[src/rtl/burst_expander.sv]
// rtl/burst_expander.sv - expands one length command into a stream of indexed beats (optional BURST_EXPANDER_ABORT_EN)
module burst_expander #(
   parameter int CW = 8
) (
   input  logic          i_clk,
   input  logic          i_rst,
   input  logic          src_rdy,
   output logic          src_ack,
   input  logic [CW-1:0] i_len,
`ifdef BURST_EXPANDER_ABORT_EN
   input  logic          i_abort,
`endif
   output logic          dst_rdy,
   input  logic          dst_ack,
   output logic [CW-1:0] o_idx,
   output logic          o_first,
   output logic          o_last,
   output logic          o_busy
);

   typedef enum logic {
      IDLE = 1'b0,
      RUN  = 1'b1
   } state_t;

   state_t        state_q;
   state_t        state_d;
   logic [CW-1:0] len_q;
   logic [CW-1:0] len_d;
   logic [CW-1:0] idx_d;
   logic          terminal;

   // Terminal is a compare against the latched length, so the index never wraps.
`ifdef BURST_EXPANDER_ABORT_EN
   assign terminal = (o_idx == len_q) || i_abort;
`else
   assign terminal = (o_idx == len_q);
`endif

   assign dst_rdy = (state_q == RUN);
   assign o_busy  = dst_rdy;
   assign o_first = dst_rdy && (o_idx == '0);
   assign o_last  = dst_rdy && terminal;

   // Accept and next-state: a new command is taken when idle or on the ack of the last beat.
   always_comb begin
      src_ack = 1'b0;
      state_d = state_q;
      len_d   = len_q;
      idx_d   = o_idx;
      if (src_rdy && (!dst_rdy || (dst_ack && o_last))) begin
         src_ack = 1'b1;
         state_d = RUN;
         len_d   = i_len;
         idx_d   = '0;
      end else if (dst_rdy && dst_ack) begin
         if (o_last) begin
            state_d = IDLE;
            idx_d   = '0;
         end else begin
            idx_d = o_idx + 1'b1;
         end
      end
   end

   // State, latched length and beat index; reset discards any burst in flight.
   always_ff @(posedge i_clk or negedge i_rst) begin
      if (!i_rst) begin
         state_q <= IDLE;
         len_q   <= '0;
         o_idx   <= '0;
      end else begin
         state_q <= state_d;
         len_q   <= len_d;
         o_idx   <= idx_d;
      end
   end

endmodule
[config.mk]
export PLATFORM = sky130hd
export DESIGN_NAME = burst_expander
export DESIGN_NICKNAME = d
export VERILOG_FILES = /design/src/rtl/burst_expander.sv
export SDC_FILE = /design/constraint.sdc
export NUM_CORES = 1
export LEC_CHECK = 0
export BUFFER_PORTS_ARGS = -buffer_cell sky130_fd_sc_hd__buf_2
export CAP_MARGIN = 0
export CORE_MARGIN = 1
export CORE_UTILIZATION = 50
export DETAILED_ROUTE_END_ITERATION = 6
export GPL_TIMING_DRIVEN = 0
export PLACE_DENSITY_LB_ADDON = 0.05
export SKIP_LAST_GASP = 1
export SYNTH_ARGS = -nofsm -noshare
export SYNTH_HDL_FRONTEND = slang
export SYNTH_SLANG_ARGS = --single-unit
[constraint.sdc]
create_clock -name i_clk -period 3 [get_ports i_clk]
set_input_delay 0.3 -clock i_clk [delete_from_list [all_inputs] [get_ports i_clk]]
set_output_delay 0.3 -clock i_clk [all_outputs]
set_load 0.1 [all_outputs]
== After elaboration in Yosys (flattened, before gate mapping) ==
Index checks and enable logic that the tools add are counted.
Storage, ports and cells
  logic and storage cells: 23
  input port bits: 12
  flip-flop bits (word level): 17
Operators by class
  equality and inequality tests: 1
  reductions and logical operators: 11
  muxes and demuxes: 7
  add/subtract/negate cells: 1
Operators with widths (count)
  two-way mux 8 bit: 3
  adder 8 x 1 -> 8 bit, second input constant: 1
  == test 8 bit: 1
  logical NOT 8 bit: 1
  logical AND 1 bit: 5
  two-way mux 1 bit: 4
  nonzero test 2 bit: 2
  AND reduction 2 bit: 1
  logical NOT 1 bit: 1
  logical OR 1 bit: 1

== Longest topological paths before layout ==
  word-level depth: 7
  depth in mapped cells: 6

== Least setup slack after synthesis ==
OpenSTA, ideal clock, no wires.
  path type: flip-flop to output port
  from: register o_idx[2]
  to: output port o_first
  data required time: 2.700 ns
  slack: -1.802 ns
  cell stages (with the launch flop): 4
  data arrival time: 4.502 ns
  path buffers: 1
  path through: dfrtp_1 buf_6 or4_2 nor4_1
Between the ends
  longest elaborated chain between the ends: 2
Ends and longest elaborated chain
  from (decl): RTL line 15  | output logic [CW-1:0] o_idx,
  from (signal assigned): RTL line 75  | o_idx <= idx_d;
  logical NOT 8 bit: RTL line 42  | assign o_first = dst_rdy && (o_idx == '0);
  logical AND 1 bit: RTL line 42
  to (decl): RTL line 16  | output logic o_first,
Every way passes these cells.

== Worst setup path after layout ==
  from: register o_idx[2]
  to: output port src_ack
Between the ends
  longest elaborated chain between the ends: 6
Ends and longest elaborated chain
  == test 8 bit: RTL line 37  | assign terminal = (o_idx == len_q);
  logical AND 1 bit: RTL line 43  | assign o_last = dst_rdy && terminal;
  logical AND 1 bit: RTL line 51  | if (src_rdy && (!dst_rdy || (dst_ack && o_last))) begin
  logical OR 1 bit: RTL line 51
  logical AND 1 bit: RTL line 51
  two-way mux 1 bit: RTL line 51
  to (decl): RTL line 8  | output logic src_ack,
Every way passes these cells.

==> flow_summary.ini <==
[outcome]
status = finished clean

[detailed_routing]
drc = 0
drt_first_pass_iters = 3
antenna_left = 0
wirelength_um = 1790
wl_per_cell_um = 12.9
drt_iter0_markers = 4
post_drt_via_cell_ratio = 5.03
vias = 694

[yosys]
synth_compound_area_frac = 0.0605
synth_top_family_by_area = simple AND/OR/NAND/NOR gates
synth_top_cell_area_share = 0.457
syn_inst = 84
syn_avg_cell_area_um2 = 11.1
syn-cell-area_um2 = 931
synth_fa_ha_area_frac = 0.0269
synth_xor_area_frac = 0.122
synth_cell_types = 25
yosys.area_share.simple = 0.180
yosysSeqAreaShare = 0.457
synth_largest_area_cell = dfrtp_1
synthTopCellsByArea = dfrtp_1 (46%), mux2_2 (11%), xnor2_1 (8.5%), xor2_1 (3.8%), nor2_1 (3.6%)
synthMuxAreaShare = 0.109
yosys_register_bits = 17
yosys_warnings = 0
syn-num-nets = 98

[clocking]
clock_sinks = 17
cts_max_level = 1
cts_root_buffer = clkbuf_4
clkSlewWorstSetupHoldPaths_ns = 0.10
post_cts_resize_count = 0
cts_tree = yes
clock_latency_ns = 0.29
clock_path_buffers = 2
post-cts-setup-buffers = 0
cts_buffers = 3

[worst_setup_path]
critPathLaunchType = flop
required_ns = 2.70
crit_path_end_kind = output pin
cp_max_fo = 9
timing.critical_path.arrival_ns = 2.49
path_class = reg2out

[run]
cap_violations = 0

[cells_and_area]
final_net_count = 128
final_cell_mix = buf_2 (24), mux2_2 (9), nor2_1 (9)
area_growth_pct = 23.7
layout_commonest_cell = buf_2
diodes = 0
drive_gt1_frac = 0.504
fillerInstances = 156

[die]
initial_utilization = 0.539
die_w_um = 45.2
design.die.area_um2 = 2040
die_h_um = 45.2
core_um2 = 1730
ios = 25
rows = 15

[sta]
hold_viol_final = 0
finClkSkew_ns = 0.00297
setup_slack_ns = 0.211
clock.fmax_mhz = 359
finalMaxSlewViolations = 0
grt_setup_unrepaired = false
tightest_slew_ns = 0.512
period_minus_slack_ns = 2.79
setup_viol = 0
max_slew_margin = 0.656
period_share = 0.930

[place]
hpwl_um = 1320
post-place-ws_ns = 0.534
io_buffer_count = 24
place_congestion = 0.827

[power_and_ir_drop]
power_density_nw_per_um2 = 1100
ir_drop_uv = 808
finalPower_mw = 1.27
leakage_nw = 0.510

[global_route]
grt_pass1_vias = 644
grt_antenna_before_repair = 0
grt_use_total = 0.202
grt_max_degree = 18
grt_pass1_wl_um = 2880
grt.overflow.total = 0

[hold_path]
hold_class = in2reg
[worst max-delay path, stage by stage, from the launching register on]
cell and delay [ns]:
dfrtp_4 0.48, buf_6 0.14, xnor2_2 0.13, nand4_1 0.16
nor4_4 0.53, a31oi_4 0.24, clkinvlp_4 0.11, buf_2 0.41
[registers in the layout (all words and copies together) (netlist names)]
name	flops
dst_rdy	1
len_q	8
o_idx	8
[cell usage after synthesis, drive strengths merged]
cell type,instances
dfrtp,17
mux2,9
nor2,9
xnor2,9
nand2,6
nand4,5
inv,4
xor2,4
buf,3
ha,2
nor3,2
nor4,2
o21ai,2
or3,2
a21o,1
a31o,1
a31oi,1
nand3,1
nand4b,1
nor2b,1
o32ai,1
or4,1
[kinds of logic (layout without fill, tap and decap cells)]
group | count (synthesis) | after routing
xor+xnor | 13 | 13
fa+ha+maj | 2 | 2
flops | 17 | 17
simple gates | 30 | 30
buf+inv | 7 | 36
compound gates | 6 | 6
mux | 9 | 9
[where the power goes]
group	internal [mW]	total [mW]	switching, mW	leakage, nW
combinational	0.215	0.707	0.492	0.296
clock	0.0496	0.121	0.0717	0.0177
sequential	0.334	0.443	0.109	0.196
[cell type report]
class,instances,area (µm²),area share
inverter,4,18.8,0.0163
clock buffer,3,22.5,0.0196
multi-input combinational,60,478,0.415
timing repair buffer,25,130,0.113
clock inverter,1,5.00,0.00435
buffer,3,26.3,0.0228
sequential,17,439,0.382
tap,25,31.3,0.0272
[path summary, 6_finish.rpt]
path,start,endpoint,slack (ns),depth (start not counted)
worst min register to register,len_q[6],len_q[6],0.54,1
min in group asynchronous,i_rst,o_idx[2],0.45,2
worst max register to register,o_idx[2],len_q[1],0.90,6
worst max-delay path,o_idx[2],src_ack,0.21,7
max in group asynchronous,i_rst,o_idx[2],2.25,2
worst min-delay path,i_len[0],len_q[0],0.23,2
[metal layers]
layer | global-route usage | vias to the layer above | share of wire
met2 | 0.310 | 18 | 0.46
met1 | 0.258 | 324 | 0.48
met5 | 0 | - | 0
met3 | 0.0280 | 4 | 0.034
met4 | 0.145 | 0 | 0.022
li1 | - | 348 | -
[stage by stage]
stage / instances / instance area, µm² / setup TNS [ns] / util / hold slack (ns)
detailed placement: 133 / 1110 / 0 / 0.645 / 0.247
global placement: 133 / 1110 / 0 / 0.645 / 0.239
global route: 138 / 1150 / 0 / 0.667 / 0.216
CTS: 138 / 1150 / 0 / 0.667 / 0.219
floorplan: 84 / 962 / -1.76 / - / 0.00441
finish: 138 / 1150 / 0 / 0.667 / 0.231
[repair_timing]
action	CTS	global route
hold buffers	1	0
hold endpoints to repair	17	0
setup endpoints to repair	0	0
(Power assumes the default switching activity.)
